**src/rtl/booth_seq_mult.sv**
```systemverilog
// Sequential radix-2 Booth multiplier: done pulses WIDTH+2 cycles after start is taken; start/Awrite/Bwrite are ignored while busy.
// Define BOOTH_EARLY_DONE_EN to bypass the CALC phase when either operand is zero (done one cycle after start is taken).
module booth_seq_mult #(
    parameter int WIDTH = 8
) (
    input  logic               clk,
    input  logic               rst_n,
    input  logic [WIDTH-1:0]   A,
    input  logic               Awrite,
    input  logic [WIDTH-1:0]   B,
    input  logic               Bwrite,
    input  logic               mode,
    input  logic               start,
    output logic               busy,
    output logic               done,
    output logic [2*WIDTH-1:0] Result
);

    localparam int CW = $clog2(WIDTH + 2);

    localparam logic [1:0] S_IDLE = 2'd0;
    localparam logic [1:0] S_LOAD = 2'd1;
    localparam logic [1:0] S_CALC = 2'd2;
    localparam logic [1:0] S_DONE = 2'd3;

    logic [1:0]         state_q, state_d;
    logic [WIDTH-1:0]   a_q, a_d;
    logic [WIDTH-1:0]   b_q, b_d;
    logic [WIDTH:0]     m_q, m_d;
    logic [WIDTH:0]     qr_q, qr_d;
    logic               qm1_q, qm1_d;
    logic [WIDTH+1:0]   acc_q, acc_d;
    logic [CW-1:0]      cnt_q, cnt_d;
    logic [2*WIDTH-1:0] result_q, result_d;

    logic [WIDTH+1:0]   m_ext;
    logic [WIDTH+1:0]   sum;
    logic [2*WIDTH+3:0] shv;

    // Mode is captured in the extension of M and Q at LOAD, so no separate mode register is kept.
    always_comb begin
        state_d  = state_q;
        a_d      = a_q;
        b_d      = b_q;
        m_d      = m_q;
        qr_d     = qr_q;
        qm1_d    = qm1_q;
        acc_d    = acc_q;
        cnt_d    = cnt_q;
        result_d = result_q;

        m_ext = {m_q[WIDTH], m_q};
        case ({qr_q[0], qm1_q})
            2'b01:   sum = acc_q + m_ext;
            2'b10:   sum = acc_q - m_ext;
            default: sum = acc_q;
        endcase
        shv = {sum[WIDTH+1], sum, qr_q};

        if ((state_q == S_IDLE || state_q == S_DONE) && Awrite) a_d = A;
        if ((state_q == S_IDLE || state_q == S_DONE) && Bwrite) b_d = B;

        case (state_q)
            S_IDLE: begin
                if (start) state_d = S_LOAD;
            end
            S_LOAD: begin
                m_d     = mode ? {a_q[WIDTH-1], a_q} : {1'b0, a_q};
                qr_d    = mode ? {b_q[WIDTH-1], b_q} : {1'b0, b_q};
                acc_d   = '0;
                qm1_d   = 1'b0;
                cnt_d   = CW'(WIDTH + 1);
                state_d = S_CALC;
`ifdef BOOTH_EARLY_DONE_EN
                if (a_q == '0 || b_q == '0) begin
                    state_d  = S_DONE;
                    result_d = '0;
                end
`endif
            end
            S_CALC: begin
                acc_d = shv[2*WIDTH+3:WIDTH+2];
                qr_d  = shv[WIDTH+1:1];
                qm1_d = shv[0];
                cnt_d = cnt_q - CW'(1);
                if (cnt_q == CW'(1)) begin
                    state_d  = S_DONE;
                    result_d = {shv[2*WIDTH:WIDTH+2], shv[WIDTH+1:1]};
                end
            end
            default: state_d = S_IDLE;
        endcase
    end

    always_ff @(posedge clk) begin
        if (!rst_n) begin
            state_q  <= S_IDLE;
            a_q      <= '0;
            b_q      <= '0;
            m_q      <= '0;
            qr_q     <= '0;
            qm1_q    <= 1'b0;
            acc_q    <= '0;
            cnt_q    <= '0;
            result_q <= '0;
        end else begin
            state_q  <= state_d;
            a_q      <= a_d;
            b_q      <= b_d;
            m_q      <= m_d;
            qr_q     <= qr_d;
            qm1_q    <= qm1_d;
            acc_q    <= acc_d;
            cnt_q    <= cnt_d;
            result_q <= result_d;
        end
    end

    assign busy   = (state_q == S_LOAD) || (state_q == S_CALC);
    assign done   = (state_q == S_DONE);
    assign Result = result_q;

endmodule
```
**config.mk**
```make
export PLATFORM = sky130hd
export DESIGN_NAME = booth_seq_mult
export DESIGN_NICKNAME = d
export VERILOG_FILES = /design/src/rtl/booth_seq_mult.sv
export SDC_FILE = /design/constraint.sdc
export NUM_CORES = 1
export LEC_CHECK = 0
export BUFFER_PORTS_ARGS = -buffer_cell sky130_fd_sc_hd__buf_2
export CORE_MARGIN = 2
export CORE_UTILIZATION = 37
export CTS_BUF_LIST = sky130_fd_sc_hd__clkbuf_4 sky130_fd_sc_hd__clkbuf_8 sky130_fd_sc_hd__clkbuf_16
export CTS_CLUSTER_DIAMETER = 40
export DETAILED_ROUTE_END_ITERATION = 6
export SLEW_MARGIN = 15
export SYNTH_ARGS = -nofsm -noshare
export SYNTH_HDL_FRONTEND = slang
export SYNTH_SLANG_ARGS = --single-unit
```
**constraint.sdc**
```tcl
create_clock -name clk -period 2.4 [get_ports clk]
set_clock_uncertainty 0.1 [all_clocks]
set_input_delay 0.36 -clock clk [delete_from_list [all_inputs] [get_ports clk]]
set_output_delay 0.36 -clock clk [all_outputs]
set_load 0.005 [all_outputs]
```
# Yosys cells after proc, flatten, opt, wreduce, memory -nomap -nowiden
# Index checks and enable logic that the tools add are counted.
dict set report op_classes {
  addsub 3
  n_eq_ne 8
  muxes 10
  n_reduce_logical 8
}
# op n
set ops {}
lappend ops {{one-hot mux 10 bit (2 select lines)} 2}
lappend ops {{two-way mux 9 bit} 2}
lappend ops {{one-hot mux 9 bit (2 select lines)} 1}
lappend ops {{adder 10 bit} 1}
lappend ops {{subtractor 10 bit} 1}
lappend ops {{one-hot mux 4 bit (2 select lines)} 1}
lappend ops {{equality test 2 bit (second input constant)} 3}
lappend ops {{one-hot mux 2 bit (3 select lines)} 1}
lappend ops {{equality test 2 x 1 -> 1 bit (second input constant)} 2}
lappend ops {{equality test 4 x 1 -> 1 bit (second input constant)} 1}
lappend ops {{two-way mux 2 bit} 2}
lappend ops {{inequality test 2 bit (second input constant)} 2}
lappend ops {{AND reduction 2 bit} 2}
lappend ops {{subtractor 4 x 1 -> 4 bit (second input constant)} 1}
lappend ops {{logical AND 1 bit} 2}
lappend ops {{logical NOT 2 bit} 1}
lappend ops {{logical OR 1 bit} 2}
lappend ops {{one-hot mux 1 bit (2 select lines)} 1}
lappend ops {{nonzero test 2 bit} 1}
dict set report totals {
  regBits 67
  in_bits 22
  output_inout_bits 18
  elab_cells 38
}

# Logic depth before layout (Yosys ltp)
# Gate-level depths: netlist (run 1).
dict set report depth {
  depth_word 3
  ltp_mapped 13
  mapped_depth_nobuf 13
}

# Least setup slack after synthesis (run 1)
# No wires, ideal clock.
dict set report synth_path {
  kind {register -> register}
  start {register qr_q[0]}
  end {register acc_q[8]}
  setup_time_ns 0.131
  t_arrival_ns 2.231
  required_ns 2.169
  setup_slack_ns -0.062
  path_stages_with_launch 12
  n_path_buf 1
  period_less_slack_ns 2.462
  path_cell_list {dfxtp_1 ha_1 clkbuf_1 mux2_2 inv_1 ha_1 nand2b_1 a21oi_2 a2111oi_4 o31a_1 xnor2_1 o31ai_2}
}
dict set report synth_via {
  elab_chain_len 3
  elab_cells_between_ends 4
  cone_classes {2 x eq/ne; 2 x mux}
}
# element line
set synth_rtl {}
lappend synth_rtl {{from (decl)} 30} ;# logic [WIDTH:0] qr_q, qr_d;
lappend synth_rtl {{from (signal assigned)} 111} ;# qr_q <= qr_d;
lappend synth_rtl {{equality test 2 bit or equality test 2 x 1 -> 1 bit (tied branches)} 53} ;# case ({qr_q[0], qm1_q})
lappend synth_rtl {{one-hot mux 10 bit (2 select lines) *} 53}
lappend synth_rtl {{one-hot mux 10 bit (2 select lines) *} 63} ;# case (state_q)
lappend synth_rtl {{to (signal assigned)} 103} ;# acc_q <= '0;
lappend synth_rtl {{to (signal assigned)} 113} ;# acc_q <= acc_d;
lappend synth_rtl {{to (decl)} 32} ;# logic [WIDTH+1:0] acc_q, acc_d;
# Mark *: on every way between the ends. The rest lies on a longest branch, timed or not.
# A chain may end at the register's enable or synchronous reset.

# Worst setup path in the final report (run 1)
dict set report layout_path {
  start {register m_q[0]}
  end {register acc_q[8]}
}
dict set report layout_via {
  elab_chain_len 3
  elab_cells_between_ends 4
  cone_classes {2 x add/sub; 2 x mux}
}
# element line
set layout_rtl {}
lappend layout_rtl {{from (decl)} 29} ;# logic [WIDTH:0] m_q, m_d;
lappend layout_rtl {{from (signal assigned)} 110} ;# m_q <= m_d;
lappend layout_rtl {{subtractor 10 bit or adder 10 bit (tied branches)} {55, 54}}
lappend layout_rtl {{one-hot mux 10 bit (2 select lines) *} 53}
lappend layout_rtl {{one-hot mux 10 bit (2 select lines) *} 63}
# Marked as above.

==> impl_metrics.env, run 1 <==
export IMPL_status="finished clean"
export IMPL_floorplan_core_area_um2=8806
export IMPL_dr_pass1_iters=4
export IMPL_insertedDiodeCount=0
export IMPL_critPathMaxFanout=4
export IMPL_die_x_um=99.54
export IMPL_pre_cts_slack_ps=-85.56
export IMPL_detailedRoute_firstIterationViolations=90
export IMPL_grt_busiest_layer="met2"
export IMPL_clock_insertion_delay_worst_skew_ps=350
export IMPL_synthesis_yosys_warnings=0
export IMPL_clkTransAtPathRegs_ps=80
export IMPL_worst_endpoint_arrival_ps=2530
export IMPL_worstHoldPathType="in -> reg"
export IMPL_clock_tree_from_tritoncts="yes"
export IMPL_critPathKind="reg -> reg"
export IMPL_first_global_vias=2721
export IMPL_routed_via_density=5.036
export IMPL_synth_area_leaders="sky130_fd_sc_hd__dfxtp_1, sky130_fd_sc_hd__mux2i_1, sky130_fd_sc_hd__ha_1, sky130_fd_sc_hd__nor2b_1, sky130_fd_sc_hd__nand2_1"
export IMPL_synth_edf_count=0
export IMPL_layout_filler_cells=851
export IMPL_final_layout_size_suffix_gt1_share_pct=25.41
export IMPL_syn_mean_instance_area_um2=9.102
export IMPL_global_route_usage_over_all_layers_pct=15.99
export IMPL_power_density_nw_per_um2=1131
export IMPL_place_congestion=0.8314
export IMPL_timing_critical_path_to_type="flip-flop"
export IMPL_num_rows=34
export IMPL_drv_max_cap_violation_count=0
export IMPL_routed_wirelength_um=7469
export IMPL_critical_path_slowest_cell="sky130_fd_sc_hd__dfxtp_2"
export IMPL_grtUsageMet2_pct=28.33
export IMPL_grt_max_degree=33
export IMPL_grt_overflow=0
export IMPL_ys_ff_latch=66
export IMPL_vias=2684
export IMPL_slew_limit_fails=0
export IMPL_worst_slew_pin_slew_ps=560.8
export IMPL_dieArea_um2=9907
export IMPL_cts_htree_levels=3
export IMPL_start_util_pct=38.35
export IMPL_synthDominantCellAreaShare_pct=39.13
export IMPL_timing_final_ws_setup_ps=30.04
export IMPL_timing_hold_violations_final=0
export IMPL_fmax_mhz=421.9
export IMPL_cts_num_sinks=66
export IMPL_dp_hpwl_um=5414
export IMPL_synth_most_common_cell="sky130_fd_sc_hd__dfxtp_1"
export IMPL_setup_viol=0
export IMPL_grt_use_met1_pct=18.94
export IMPL_clock_root_buffer="sky130_fd_sc_hd__clkbuf_8"
export IMPL_p_r_area_growth_vs_syn_pct=22.82
export IMPL_io_buffer_count=39
export IMPL_final_net_count=461
export IMPL_worstPathCellList="inv_2 > ha_4 > a21oi_2 > xnor2_1 > ha_1 > a21o_1 > a2111oi_4 > o31a_1 > xnor2_1 > o31ai_2"
export IMPL_path_common_cell="sky130_fd_sc_hd__xnor2_1"
export IMPL_post_synth_instance_area_um2=3377
export IMPL_period_needed_ps=2370
export IMPL_synth_async_sr_flop_share_pct=0
export IMPL_die_height_um=99.54
export IMPL_ys_seq_area_share_pct=39.13
export IMPL_worstPathRequired_ps=2560
export IMPL_synthCells=371
export IMPL_timing_critical_path_from_type="flip-flop"
export IMPL_final_cycle_utilization_of_the_critical_path_pct=98.75
export IMPL_unrepaired_setup_endpoints_after_global_routing="yes"
export IMPL_worst_ir_drop_on_vdd_v=0.0004476
export IMPL_grt_pass1_wl_um=12590
export IMPL_groute_layer_met3_usage_pct=2.952
export IMPL_cts_buffer_depth=2
export IMPL_list_of_most_frequent_post_synthesis_cells="sky130_fd_sc_hd__dfxtp_1, sky130_fd_sc_hd__mux2i_1, sky130_fd_sc_hd__nand2_1"
export IMPL_final_antenna_net_count=0
export IMPL_synth_ff_type="sky130_fd_sc_hd__dfxtp_1"
export IMPL_leakagePower_uw=0.001752
export IMPL_synth_cell_type_count=42
export IMPL_critical_path_max_stage_delay_ps=370
export IMPL_drcViolationCount=0
export IMPL_slew_limit_headroom_pct=62.51
export IMPL_synth_fp_nets=412
export IMPL_routedWlPerCell_um=14.01
export IMPL_initial_antenna_violation_count=0
export IMPL_finalSetupTns_ps=0
export IMPL_cts_buffers=9
export IMPL_synthDominantAreaCellType="sky130_fd_sc_hd__dfxtp_1"
export IMPL_floorplan_io_pins=40
-- timing repair --
item | 4_1_cts | 5_1_grt
pin swaps | 7 | 10
hold buffers | 0 | 0
buffers inserted | 0 | 2
gates resized for setup | 12 | 24
hold endpoints to repair | 0 | 0
setup endpoints to repair | 8 | 11
-- placed cells by master (no fill, tap or decap), types with 3 or more instances in the layout --
cell and instances:
sky130_fd_sc_hd__nor3_1 3, sky130_fd_sc_hd__mux2i_1 38, sky130_fd_sc_hd__nand2b_1 4, sky130_fd_sc_hd__o22ai_1 3, sky130_fd_sc_hd__nand2_1 36, sky130_fd_sc_hd__ha_1 14
sky130_fd_sc_hd__o211a_1 11, sky130_fd_sc_hd__dfxtp_1 61, sky130_fd_sc_hd__inv_1 10, sky130_fd_sc_hd__clkbuf_8 10, sky130_fd_sc_hd__and2_1 6, sky130_fd_sc_hd__ha_4 3
sky130_fd_sc_hd__nor2b_1 34, sky130_fd_sc_hd__o21ai_0 11, sky130_fd_sc_hd__a21oi_1 18, sky130_fd_sc_hd__nand3_1 7, sky130_fd_sc_hd__a21boi_0 10, sky130_fd_sc_hd__dfxtp_2 4
sky130_fd_sc_hd__buf_2 39, sky130_fd_sc_hd__xnor2_1 11, sky130_fd_sc_hd__nor2_1 19, sky130_fd_sc_hd__buf_4 19
-- report_power, final --
part	switching [uW]	total [uW]	internal, uW	leakage (uW)
Combinational	1150	2220	1070	0.00110
Sequential	141	1410	1270	0.000540
Clock	445	1060	615	0.000112
-- registers in the layout (all words and copies together) (netlist names) --
signal	count
a_q	8
b_q	8
qm1_q	1
acc_q	9
Result	16
qr_q	9
cnt_q	4
m_q	9
state_q	2
-- worst max-delay path, delay by kind of cell (launching register included) --
kind | cells | cell delay (ps)
fa+ha+maj | 2 | 460
buf+inv | 1 | 50
compound gates | 5 | 1060
xor+xnor | 2 | 220
flops | 1 | 370
-- stage by stage --
stage | cell area (um^2) | hold WS [ps] | utilization (%) | power, uW | cells
5_1_grt | 4148 | 180.7 | 47.10 | 5041 | 533
4_1_cts | 4031 | 154.7 | 45.78 | 4611 | 531
2_1_floorplan | 3378 | 350.3 | - | 2967 | 371
6_report | 4148 | 163.8 | 47.10 | 4693 | 533
3_3_place_gp | 3772 | 346.0 | 42.84 | 3467 | 515
3_5_place_dp | 3772 | 350.1 | 42.84 | 3513 | 515
-- path summary, 6_finish.rpt --
| check | startpoint | endpoint | slack [ps] | cells past startpoint |
|---|---|---|---|---|
| worst max register to register | m_q[0] | acc_q[8] | 30 | 10 |
| worst max-delay path | m_q[0] | acc_q[8] | 30 | 10 |
| worst min-delay path | A[7] | a_q[7] | 160 | 3 |
| worst min register to register | Result[15] | Result[15] | 360 | 2 |
-- kinds of logic (layout without fill, tap and decap cells) --
family                   Yosys count  in the layout  synth area share [%]
AO/OA/AOI/OAI                     75             75                 16.04
XOR/XNOR                          13             13                 3.372
adder cells (fa/ha/maj)           19             19                 7.262
buffers and inverters             35             89                 4.113
flip-flops                        66             66                 39.13
multiplexers                      40             40                 11.93
AND/OR/NAND/NOR                  123            123                 18.15
-- layout make-up --
cell class	count	area, um^2	area share [%]
multi-input cells	270	2034	49.05
clock inverters	6	90.09	2.172
repair buffers	60	369.1	8.899
inverters	13	51.30	1.237
flip-flops and latches	66	1330	32.07
well taps	108	135.1	3.258
clock buffers	10	137.6	3.318
-- routing by layer --
| metal | share of wire, % | vias to the layer above |
|---|---|---|
| met5 | 0 | - |
| met1 | 46 | 1271 |
| li1 | - | 1372 |
| met4 | 1.6 | 0 |
| met3 | 2.9 | 9 |
| met2 | 50 | 32 |
Power figures use the tool's default switching activity.
==> run 2, diff against run 1 <==
BUFFER_PORTS_ARGS = unset   (was -buffer_cell sky130_fd_sc_hd__buf_2)
DONT_BUFFER_PORTS = 1   (was unset)
==> run 2 against run 1 <==
  * The flow now finishes with violations (negative setup slack)
  * First-iteration DRC count is 7.8% lower
  * Final area is 1.7% lower
  * Wire length is 0.60% higher
  * Largest cell class unchanged
  * Largest power group unchanged
==> impl_metrics.env, run 2 (same netlist as run 1, synthesis figures left out) <==
export IMPL_status="complete, but fails checks"
export IMPL_violations="negative setup slack"
export IMPL_start_util_pct=38.35
export IMPL_final_area_um2=4079
export IMPL_insertedDiodeCount=0
export IMPL_worst_ir_drop_on_vdd_v=0.0005353
export IMPL_p_r_area_growth_vs_syn_pct=20.79
export IMPL_global_route_usage_over_all_layers_pct=15.54
export IMPL_initial_antenna_violation_count=0
export IMPL_slew_limit_headroom_pct=59.69
export IMPL_cts_buffer_depth=2
export IMPL_r2r_depth=11
export IMPL_worst_endpoint_arrival_ps=2640
export IMPL_dpl_cell_count=476
export IMPL_num_rows=34
export IMPL_place_congestion=0.9230
export IMPL_layout_cells_most_common_list="sky130_fd_sc_hd__dfxtp_1, sky130_fd_sc_hd__mux2i_1, sky130_fd_sc_hd__nand2_1"
export IMPL_final_net_count=434
export IMPL_grt_pass1_wl_um=12220
export IMPL_final_layout_size_suffix_gt1_share_pct=21.41
export IMPL_cts_num_sinks=66
export IMPL_routed_wirelength_um=7514
export IMPL_timing_final_ws_setup_ps=-81.91
export IMPL_cts_htree_levels=3
export IMPL_clkTransAtPathRegs_ps=80
export IMPL_number_of_non_filler_instances_in_the_completed_layout=505
export IMPL_worst_hold_startpoint="rst_n"
export IMPL_wl_met1_um=3191
export IMPL_fmax_mhz=402.9
export IMPL_leakagePower_uw=0.001645
export IMPL_worst_slew_pin_slew_ps=604.6
export IMPL_routed_via_density=5.133
export IMPL_drcViolationCount=0
export IMPL_timing_hold_violations_final=0
export IMPL_grt_max_degree=67
export IMPL_mostFrequentLayoutCell="sky130_fd_sc_hd__dfxtp_1"
export IMPL_period_needed_ps=2482
export IMPL_floorplan_core_area_um2=8806
export IMPL_final_cycle_utilization_of_the_critical_path_pct=103.4
export IMPL_largest_register_ffs=16
export IMPL_r2r_end="acc_q[8]"
export IMPL_power_density_nw_per_um2=1168
export IMPL_timing_critical_path_from_type="flip-flop"
export IMPL_critPathKind="reg -> reg"
export IMPL_clock_root_buffer="sky130_fd_sc_hd__clkbuf_8"
export IMPL_final_antenna_net_count=0
export IMPL_place_area_um2=3565
export IMPL_vias=2592
export IMPL_worstPathRequired_ps=2560
export IMPL_die_height_um=99.54
export IMPL_detailroute_wirelength_met2_um=3890
export IMPL_wl_met3_um=307
export IMPL_unrepaired_setup_endpoints_after_global_routing="yes"
export IMPL_dp_hpwl_um=5110
export IMPL_topRoutingLayerUsed="met4"
export IMPL_detailedRoute_firstIterationViolations=83
export IMPL_finalHoldWorstSlack_ps=54.33
export IMPL_min_delay_path_depth=1
export IMPL_drv_max_cap_violation_count=0
export IMPL_finalSetupTns_ps=-81.91
export IMPL_die_x_um=99.54
export IMPL_grt_overflow=0
export IMPL_floorplan_io_pins=40
export IMPL_cts_buffers=9
export IMPL_finalCoreUtilization_pct=46.32
export IMPL_dieArea_um2=9907
export IMPL_dr_pass1_iters=4
export IMPL_clock_tree_from_tritoncts="yes"
export IMPL_worstHoldPathType="in -> reg"
export IMPL_clock_insertion_delay_worst_skew_ps=340
export IMPL_routedWlPerCell_um=14.88
export IMPL_slack_of_the_worst_reg_to_reg_path_ps=-80
export IMPL_setup_viol=1
export IMPL_reg2reg_from="m_q[1]"
export IMPL_io_buffer_count=0
export IMPL_timing_critical_path_to_type="flip-flop"
export IMPL_layout_filler_cells=843
export IMPL_timing_hold_worst_endpoint="acc_q[1]"
export IMPL_critPathMaxFanout=3
export IMPL_first_global_vias=2600
export IMPL_slew_limit_fails=0
[run 2: timing repair]
item                                    4_1_cts  5_1_grt
endpoints found under the setup margin        6        9
hold buffers                                  0        0
pin swaps                                    10       28
gates resized for setup                      23       26
setup buffers                                 7        7
endpoints found under the hold margin         0        0
[run 2: how the worst max path moves through the flow]
stage	from	end	slack, ps	cells after the start
2_1_floorplan	qr_q[0]	acc_q[8]	50	11
3_3_place_gp	m_q[2]	Result[15]	-30	12
3_5_place_dp	m_q[0]	Result[15]	-70	11
4_1_cts	m_q[1]	Result[15]	-20	11
5_1_grt	m_q[1]	acc_q[8]	-160	11
6_report	m_q[1]	acc_q[8]	-80	11
[run 2: final cells by class]
cell class | instances | area (um^2) | share of cell area, %
sequential | 66 | 1326 | 32.52
clock buffer | 13 | 172.7 | 4.233
clock inverter | 2 | 35.03 | 0.8589
tap | 108 | 135.1 | 3.313
timing repair buffer | 33 | 262.8 | 6.442
inverter | 13 | 51.30 | 1.258
multi-input combinational | 270 | 2096 | 51.38
[run 2: metrics by stage]
stage | setup slack (ps) | total power (uW)
4_1_cts | -18.27 | 4550
5_1_grt | -164.3 | 5116
6_report | -81.91 | 4764
2_1_floorplan | 47.30 | 2967
3_5_place_dp | -65.39 | 3411
3_3_place_gp | -33.62 | 3366
[run 2: routing by layer]
metal | GRT usage, % | up-vias
met3 | 5.130 | 11
met5 | 0 | -
li1 | - | 1320
met1 | 17.77 | 1218
met2 | 26.87 | 43
met4 | 6.006 | 0
[run 2: critical path, cell delays in order, from the launching register on]
cell                        delay, ps
sky130_fd_sc_hd__dfxtp_4          370
sky130_fd_sc_hd__buf_6            120
sky130_fd_sc_hd__nor3_2           170
sky130_fd_sc_hd__nor2_1            80
sky130_fd_sc_hd__xnor2_1          160
sky130_fd_sc_hd__ha_1             360
sky130_fd_sc_hd__o211ai_2         100
sky130_fd_sc_hd__a21oi_2          200
sky130_fd_sc_hd__a2111oi_4         60
sky130_fd_sc_hd__o31a_1           340
sky130_fd_sc_hd__xnor2_2          150
sky130_fd_sc_hd__o31ai_2          200
[run 2: power by group]
group	internal, uW	switching (uW)
combinational	1180	1190
clock	570	411
sequential	1270	144
